--- src/rtl/uart_fifo.sv ---
// uart_fifo: buffered UART with transmit and receive FIFOs, a 16x oversampled
// fractional baud divider, 5..9 data bits, 1 or 2 stop bits and sticky
// line-error flags (overrun, framing, parity, break).
// Optional feature macro: UART_PARITY_EN adds a parity bit on TX and checks
// it on RX; without it par_en/par_odd are ignored and parity_err reads 0.
//
// TX state  | meaning
// TX_IDLE   | line marking, waiting for a FIFO entry on a tick
// TX_START  | driving the start bit
// TX_DATA   | shifting data bits out, LSB first
// TX_PARITY | driving the parity bit (UART_PARITY_EN only)
// TX_STOP   | driving one or two stop bits
//
// RX state  | meaning
// RX_HUNT   | waiting for a low level on a tick
// RX_START  | timing to the start-bit midpoint, rejecting glitches
// RX_DATA   | sampling data bits every 16 ticks
// RX_PARITY | sampling the parity bit (UART_PARITY_EN only)
// RX_STOP   | sampling the stop bit, push / flag decisions
// RX_WAIT   | line held low after break or framing error, wait for mark

module uart_fifo #(
  parameter int DATA_BITS = 8,
  parameter int TX_AW     = 4,
  parameter int RX_AW     = 4
) (
  input  logic                 clk,
  input  logic                 arstn,
  input  logic [15:0]          bitperiod,
  input  logic                 stop2,
  input  logic                 par_en,
  input  logic                 par_odd,
  input  logic                 wr,
  input  logic [DATA_BITS-1:0] din,
  output logic                 ready,
  output logic                 txidle,
  input  logic                 rd,
  output logic [DATA_BITS-1:0] dout,
  output logic                 avail,
  input  logic                 clr_err,
  output logic                 overrun,
  output logic                 framing,
  output logic                 parity_err,
  output logic                 brk,
  input  logic                 rxd,
  output logic                 txd
);

  localparam int TX_DEPTH = 1 << TX_AW;
  localparam int RX_DEPTH = 1 << RX_AW;
  localparam logic [3:0] LAST_BIT = 4'(DATA_BITS - 1);

  // ---------------------------------------------------------------- baud tick
  logic [11:0] baud_cnt;
  logic [3:0]  baud_phase;
  logic        tick;

  assign tick = (baud_cnt == 12'd0);

  // Fractional divider: the first frac phases of every 16 get one extra clock
  always_ff @(posedge clk or negedge arstn) begin
    if (!arstn) begin
      baud_cnt   <= 12'd0;
      baud_phase <= 4'd0;
    end else if (tick) begin
      baud_phase <= baud_phase + 4'd1;
      baud_cnt   <= (bitperiod[3:0] > baud_phase) ? bitperiod[15:4]
                                                  : bitperiod[15:4] - 12'd1;
    end else begin
      baud_cnt <= baud_cnt - 12'd1;
    end
  end

  // ------------------------------------------------------------------ TX FIFO
  logic [DATA_BITS-1:0] tx_mem [TX_DEPTH];
  logic [TX_AW:0]       tx_wp, tx_rp;
  logic                 tx_empty, tx_full, tx_push, tx_pop;
  logic [DATA_BITS-1:0] tx_head;

  assign tx_empty = (tx_wp == tx_rp);
  assign tx_full  = (tx_wp[TX_AW] != tx_rp[TX_AW]) &&
                    (tx_wp[TX_AW-1:0] == tx_rp[TX_AW-1:0]);
  assign tx_push  = wr && !tx_full;
  assign tx_head  = tx_mem[tx_rp[TX_AW-1:0]];
  assign ready    = !tx_full;

  // TX storage, written only on an accepted push (read only when non-empty)
  always_ff @(posedge clk) begin
    if (tx_push) tx_mem[tx_wp[TX_AW-1:0]] <= din;
  end

  // TX pointers; the shifter pops as it loads a character
  always_ff @(posedge clk or negedge arstn) begin
    if (!arstn) begin
      tx_wp <= '0;
      tx_rp <= '0;
    end else begin
      if (tx_push) tx_wp <= tx_wp + (TX_AW+1)'(1);
      if (tx_pop)  tx_rp <= tx_rp + (TX_AW+1)'(1);
    end
  end

  // -------------------------------------------------------------- transmitter
  typedef enum logic [2:0] {
    TX_IDLE, TX_START, TX_DATA, TX_STOP
`ifdef UART_PARITY_EN
    , TX_PARITY
`endif
  } tx_state_t;

  tx_state_t            tx_state;
  logic [3:0]           tx_tcnt;
  logic [3:0]           tx_bit;
  logic [DATA_BITS-1:0] tx_sh;
  logic                 tx_stop2;
  logic                 tx_second;
  logic                 txd_q;
  logic                 tx_stop_done;
`ifdef UART_PARITY_EN
  logic                 tx_par;
  logic                 tx_par_en;
`endif

  assign tx_stop_done = (tx_state == TX_STOP) && (tx_tcnt == 4'd15) &&
                        (!tx_stop2 || tx_second);
  assign tx_pop = tick && !tx_empty && ((tx_state == TX_IDLE) || tx_stop_done);
  assign txidle = tx_empty && (tx_state == TX_IDLE);
  assign txd    = txd_q;

  // Transmit FSM: loads straight from STOP into START for gapless bursts
  always_ff @(posedge clk or negedge arstn) begin
    if (!arstn) begin
      tx_state  <= TX_IDLE;
      tx_tcnt   <= 4'd0;
      tx_bit    <= 4'd0;
      tx_sh     <= '0;
      tx_stop2  <= 1'b0;
      tx_second <= 1'b0;
      txd_q     <= 1'b1;
`ifdef UART_PARITY_EN
      tx_par    <= 1'b0;
      tx_par_en <= 1'b0;
`endif
    end else if (tx_pop) begin
      tx_state  <= TX_START;
      tx_tcnt   <= 4'd0;
      tx_sh     <= tx_head;
      tx_stop2  <= stop2;
      tx_second <= 1'b0;
      txd_q     <= 1'b0;
`ifdef UART_PARITY_EN
      tx_par    <= (^tx_head) ^ par_odd;
      tx_par_en <= par_en;
`endif
    end else if (tick && (tx_state != TX_IDLE)) begin
      tx_tcnt <= tx_tcnt + 4'd1;
      if (tx_tcnt == 4'd15) begin
        case (tx_state)
          TX_START: begin
            txd_q    <= tx_sh[0];
            tx_sh    <= tx_sh >> 1;
            tx_bit   <= 4'd0;
            tx_state <= TX_DATA;
          end
          TX_DATA: begin
            if (tx_bit == LAST_BIT) begin
`ifdef UART_PARITY_EN
              if (tx_par_en) begin
                txd_q    <= tx_par;
                tx_state <= TX_PARITY;
              end else
`endif
              begin
                txd_q    <= 1'b1;
                tx_state <= TX_STOP;
              end
            end else begin
              txd_q  <= tx_sh[0];
              tx_sh  <= tx_sh >> 1;
              tx_bit <= tx_bit + 4'd1;
            end
          end
`ifdef UART_PARITY_EN
          TX_PARITY: begin
            txd_q    <= 1'b1;
            tx_state <= TX_STOP;
          end
`endif
          TX_STOP: begin
            if (tx_stop2 && !tx_second) tx_second <= 1'b1;
            else                        tx_state  <= TX_IDLE;
          end
          default: tx_state <= TX_IDLE;
        endcase
      end
    end
  end

  // ----------------------------------------------------------------- receiver
  typedef enum logic [2:0] {
    RX_HUNT, RX_START, RX_DATA, RX_STOP, RX_WAIT
`ifdef UART_PARITY_EN
    , RX_PARITY
`endif
  } rx_state_t;

  rx_state_t            rx_state;
  logic [3:0]           rx_tcnt;
  logic [3:0]           rx_bit;
  logic [DATA_BITS-1:0] rx_sh;
  logic                 rx_stop_smp, rx_zero, rx_push;
  logic                 rx_brk_det, rx_frm_det, rx_ovr_det;
  logic                 rx_empty, rx_full, rx_rd, rx_wr;
`ifdef UART_PARITY_EN
  logic                 rx_pbit;
  logic                 rx_pbad;
  logic                 rx_par_det;
`endif

  assign rx_stop_smp = tick && (rx_state == RX_STOP) && (rx_tcnt == 4'd15);
`ifdef UART_PARITY_EN
  assign rx_zero     = (rx_sh == '0) && !rx_pbit;
  assign rx_par_det  = rx_push && rx_pbad;
`else
  assign rx_zero     = (rx_sh == '0);
`endif
  assign rx_brk_det  = rx_stop_smp && !rxd && rx_zero;
  assign rx_frm_det  = rx_stop_smp && !rxd && !rx_zero;
  assign rx_push     = rx_stop_smp && (rxd || !rx_zero);
  assign rx_ovr_det  = rx_push && rx_full && !rx_rd;

  // Receive FSM: start midpoint 8 ticks after detection, then every 16 ticks
  always_ff @(posedge clk or negedge arstn) begin
    if (!arstn) begin
      rx_state <= RX_HUNT;
      rx_tcnt  <= 4'd0;
      rx_bit   <= 4'd0;
      rx_sh    <= '0;
`ifdef UART_PARITY_EN
      rx_pbit  <= 1'b0;
      rx_pbad  <= 1'b0;
`endif
    end else if (tick) begin
      case (rx_state)
        RX_HUNT: begin
          if (!rxd) begin
            rx_state <= RX_START;
            rx_tcnt  <= 4'd0;
`ifdef UART_PARITY_EN
            rx_pbit  <= 1'b0;
            rx_pbad  <= 1'b0;
`endif
          end
        end
        RX_START: begin
          rx_tcnt <= rx_tcnt + 4'd1;
          if (rx_tcnt == 4'd7) begin
            if (rxd) begin
              rx_state <= RX_HUNT;
            end else begin
              rx_state <= RX_DATA;
              rx_tcnt  <= 4'd0;
              rx_bit   <= 4'd0;
            end
          end
        end
        RX_DATA: begin
          rx_tcnt <= rx_tcnt + 4'd1;
          if (rx_tcnt == 4'd15) begin
            rx_sh <= {rxd, rx_sh[DATA_BITS-1:1]};
            if (rx_bit == LAST_BIT) begin
`ifdef UART_PARITY_EN
              rx_state <= par_en ? RX_PARITY : RX_STOP;
`else
              rx_state <= RX_STOP;
`endif
            end else begin
              rx_bit <= rx_bit + 4'd1;
            end
          end
        end
`ifdef UART_PARITY_EN
        RX_PARITY: begin
          rx_tcnt <= rx_tcnt + 4'd1;
          if (rx_tcnt == 4'd15) begin
            rx_pbit  <= rxd;
            rx_pbad  <= rxd ^ (^rx_sh) ^ par_odd;
            rx_state <= RX_STOP;
          end
        end
`endif
        RX_STOP: begin
          rx_tcnt <= rx_tcnt + 4'd1;
          if (rx_tcnt == 4'd15) rx_state <= rxd ? RX_HUNT : RX_WAIT;
        end
        RX_WAIT: begin
          if (rxd) rx_state <= RX_HUNT;
        end
        default: rx_state <= RX_HUNT;
      endcase
    end
  end

  // ------------------------------------------------------------------ RX FIFO
  logic [DATA_BITS-1:0] rx_mem [RX_DEPTH];
  logic [RX_AW:0]       rx_wp, rx_rp;

  assign rx_empty = (rx_wp == rx_rp);
  assign rx_full  = (rx_wp[RX_AW] != rx_rp[RX_AW]) &&
                    (rx_wp[RX_AW-1:0] == rx_rp[RX_AW-1:0]);
  assign rx_rd    = rd && !rx_empty;
  assign rx_wr    = rx_push && (!rx_full || rx_rd);
  assign avail    = !rx_empty;
  assign dout     = rx_mem[rx_rp[RX_AW-1:0]];

  // RX storage is reset so the show-ahead head reads 0 out of reset
  always_ff @(posedge clk or negedge arstn) begin
    if (!arstn) begin
      rx_wp <= '0;
      rx_rp <= '0;
      for (int i = 0; i < RX_DEPTH; i++) rx_mem[i] <= '0;
    end else begin
      if (rx_wr) begin
        rx_mem[rx_wp[RX_AW-1:0]] <= rx_sh;
        rx_wp <= rx_wp + (RX_AW+1)'(1);
      end
      if (rx_rd) rx_rp <= rx_rp + (RX_AW+1)'(1);
    end
  end

  // ------------------------------------------------------------- error flags
  // Sticky flags; a set event in the same cycle as clr_err wins
  always_ff @(posedge clk or negedge arstn) begin
    if (!arstn) begin
      overrun <= 1'b0;
      framing <= 1'b0;
      brk     <= 1'b0;
    end else begin
      if (rx_ovr_det)   overrun <= 1'b1;
      else if (clr_err) overrun <= 1'b0;
      if (rx_frm_det)   framing <= 1'b1;
      else if (clr_err) framing <= 1'b0;
      if (rx_brk_det)   brk     <= 1'b1;
      else if (clr_err) brk     <= 1'b0;
    end
  end

`ifdef UART_PARITY_EN
  // Parity flag, set when a character with a bad parity bit is pushed
  always_ff @(posedge clk or negedge arstn) begin
    if (!arstn)          parity_err <= 1'b0;
    else if (rx_par_det) parity_err <= 1'b1;
    else if (clr_err)    parity_err <= 1'b0;
  end
`else
  logic unused_par;
  assign unused_par = par_en ^ par_odd;
  assign parity_err = 1'b0;
`endif

endmodule

--- config.mk ---
export PLATFORM = sky130hd
export DESIGN_NAME = uart_fifo
export DESIGN_NICKNAME = d
export VERILOG_FILES = /design/src/rtl/uart_fifo.sv
export SDC_FILE = /design/constraint.sdc
export NUM_CORES = 1
export LEC_CHECK = 0
export ABC_AREA = 1
export BUFFER_PORTS_ARGS = -buffer_cell sky130_fd_sc_hd__buf_2
export CAP_MARGIN = 20
export CORE_MARGIN = 1
export CORE_UTILIZATION = 50
export CTS_CLUSTER_DIAMETER = 60
export DETAILED_ROUTE_END_ITERATION = 10
export GPL_ROUTABILITY_DRIVEN = 0
export HOLD_SLACK_MARGIN = 0.08
export PLACE_DENSITY = 0.69
export SYNTH_ARGS = -nofsm -noshare
export SYNTH_HDL_FRONTEND = slang
export SYNTH_SLANG_ARGS = --single-unit
export TNS_END_PERCENT = 10
--- constraint.sdc ---
create_clock -name clk -period 2.2 [get_ports clk]
set_input_delay 0.33 -clock clk [delete_from_list [all_inputs] [get_ports clk]]
set_output_delay 0.33 -clock clk [all_outputs]
set_load 0.01 [all_outputs]
==> results.tsv <==
metric	value	unit
data required time of the worst path	1.87	ns
Yosys Warn Count	0	
commonest non-fill, non-tap cell in the layout	nand2_1	
crit path from	rx_rp[0]	
WL final	38.71	mm
initial antenna violation count	0	
Die W	180.7	um
die area	32630	um2
row count	65	
Starting Density	0.5070	
crit path max fanout	15	
FMAX	383.1	MHz
Detail Placement HPWL	23.34	mm
GRT Overall Usage	0.2318	
worst setup path endpoint	dout[5]	
layout cells sized above 1	0.1327	
startpoint class of the critical path	flop	
Fin Setup TNS	-2.436	ns
VDD IR max	662.5	uV
Clock Sinks	335	
reg2reg end	rx_mem[98]	
synth unique cells	40	
number of global-route vias before repair	11930	
slew margin rel.	0.5620	
Max Slew Vio Count	0	
Seq cells post-synth	335	
Cell Area, Placed	16900	um2
max cap viols	0	
net total in the final layout	1942	
CTS buffer count	39	
wire per inst	16.71	um
Via Count	12540	
DRC	0	
post-layout power	17.78	mW
I/O pin count	49	
Reg clk slew, reported paths	0.06	ns
1st-iter DRT viols	933	
Worst-Margin Slew	0.6545	ns
first-pass GRT wire length	60.86	mm
Setup crit end kind	output port	
Hold WC Path Type	in -> reg	
Final setup viols	9	
vias per std cell	5.415	
n_diodes	0	
Seq/Total Area, Yosys	0.5655	
cell area after layout	18720	um2
Final ANT Viol Nets	0	
grt ovf	0	
Final min period	2.611	ns
final hold violation count	0	
CTS Root Buffer Type	clkbuf_16	
r2r setup slk	0.13	ns
FILL cells	2695	
IO Port Bufs	45	
final setup margin	-0.4105	ns
Core Area	31470	um2
Worst EP arrival	2.28	ns
most frequent cells in the layout	nand2_1, nor2_1, dfrtp_1	
skew final	0.02476	ns
violated checks	setup timing	
reg2reg start	rx_rp[0]	
PD cells	949.6	nW/um2
unrepaired setup endpoints after global routing	true	
DP Worst Slack	0.04792	ns
Hold Crit Start	wr	
largest net degree at the start of global routing	88	
Syn Area/Cell	8.945	um2
syn nets	1842	
Area Growth Syn to Fin	17.34	%
worst skew pair latency	0.53	ns
TritonRoute pass-1 iters	5	
H-tree Lvls	2	
leakage	8.227	nW
fin crit share	1.187	
crit path kind	reg -> out	
worst reg-to-reg path cell count	10	
status	complete, but fails checks	
synthesized area	15960	um2
Die Height	180.7	um
maximum clock insertion buffer count	3	
Synth Instances	1784	
CTS tree	yes	
-- routing by layer --
metal	track usage	vias to the layer above	wire length, um
li1	-	6080	-
met2	0.3876	347	18720
met4	0.06427	0	908
met3	0.03577	70	2035
met5	0	-	0
met1	0.3139	6044	17040
-- worst max-delay path, stage by stage, from the launching register on --
cell and delay, ns:
dfrtp_2 0.50, clkinv_4 0.12, buf_12 0.11, buf_12 0.14, buf_4 0.13, nor2_1 0.04, o32ai_1 0.30, nand2_1 0.17
nand3_2 0.13, buf_6 0.11
-- flip-flops by register name, indices dropped and copies added (netlist names), 2 cells and up --
signal / flops
rx_wp: 5
baud_phase: 4
tx_tcnt: 4
rx_sh: 8
tx_bit: 4
rx_mem: 128
tx_sh: 8
rx_bit: 4
rx_tcnt: 4
tx_state: 2
tx_wp: 5
rx_rp: 5
tx_mem: 128
rx_state: 3
tx_rp: 5
baud_cnt: 12
-- per-stage QoR --
step | cells | hold WS, ns | utilization
2_1_floorplan | 1784 | 0.03441 | -
3_3_place_gp | 2223 | 0.2975 | 0.5369
3_5_place_dp | 2223 | 0.2991 | 0.5369
4_1_cts | 2300 | 0.09896 | 0.5820
5_1_grt | 2316 | 0.1180 | 0.5949
6_report | 2316 | 0.1172 | 0.5949
-- Yosys cell counts, drive strengths merged --
cell	n	share of area
dfstp	1	0.0016
clkbuf	51	0.012
nor2	226	0.053
nand4	14	0.0055
nor3b	1	0.00047
a21boi	1	0.00047
buf	28	0.016
nand2	512	0.12
dfrtp	206	0.32
a31oi	2	0.00078
ha	25	0.020
nor3	8	0.0025
a21oi	24	0.0078
o31ai	5	0.0024
mux2i	9	0.0056
clkinv	6	0.0014
or2	4	0.0016
xor2	32	0.018
o32ai	21	0.012
edfxtp	128	0.24
nand3	104	0.040
a32o	2	0.0013
mux2	1	0.00071
xnor2	12	0.0066
o22ai	2	0.00078
o211ai	8	0.0038
o21ai	211	0.066
conb	1	0.00023
o221ai	8	0.0044
nand3b	3	0.0014
inv	128	0.030
-- power breakdown --
| part | leakage (nW) | switching (mW) | internal (mW) |
|---|---|---|---|
| clock | 0.601 | 2.61 | 3.76 |
| sequential | 3.94 | 0.201 | 6.84 |
| combinational | 3.69 | 2.62 | 1.75 |
| total | 8.23 | 5.43 | 12.3 |
-- worst min-delay path by stage --
stage	end	depth (start not counted)
after global placement	baud_phase[3]	1
after CTS	rx_state[2]	2
after floorplan	baud_cnt[0]	0
after detailed placement	baud_phase[3]	1
final	tx_wp[0]	3
after global routing	tx_wp[0]	3
-- timing repair --
action,in CTS,in global routing
pin swaps,5,11
resized for setup,13,49
endpoints found under the hold margin,43,0
setup buffers,1,10
gates cloned,2,7
endpoints found under the setup margin,9,219
hold buffers,3,0
-- layout make-up --
cell class	count	area, um2	area share
timing repair buffer	138	1255	0.06702
clock buffer	47	1037	0.05540
sequential	335	9031	0.4823
clock inverter	24	236.5	0.01263
multi-input combinational	1236	6146	0.3282
tap	402	503.0	0.02686
inverter	134	515.5	0.02753
-- cells by family (layout without fill, tap and decap cells) --
family	Yosys count	count (layout)	share of synthesized area
buffers and inverters	213	343	0.05951
flip-flops	335	335	0.5655
adder cells (fa/ha/maj)	25	25	0.01960
AO/OA/AOI/OAI	284	284	0.09926
AND/OR/NAND/NOR	872	872	0.2253
multiplexers	10	10	0.006351
XOR/XNOR	44	44	0.02415
other	1	1	0.0002350
No activity file was read; power rests on OpenSTA's default activity.
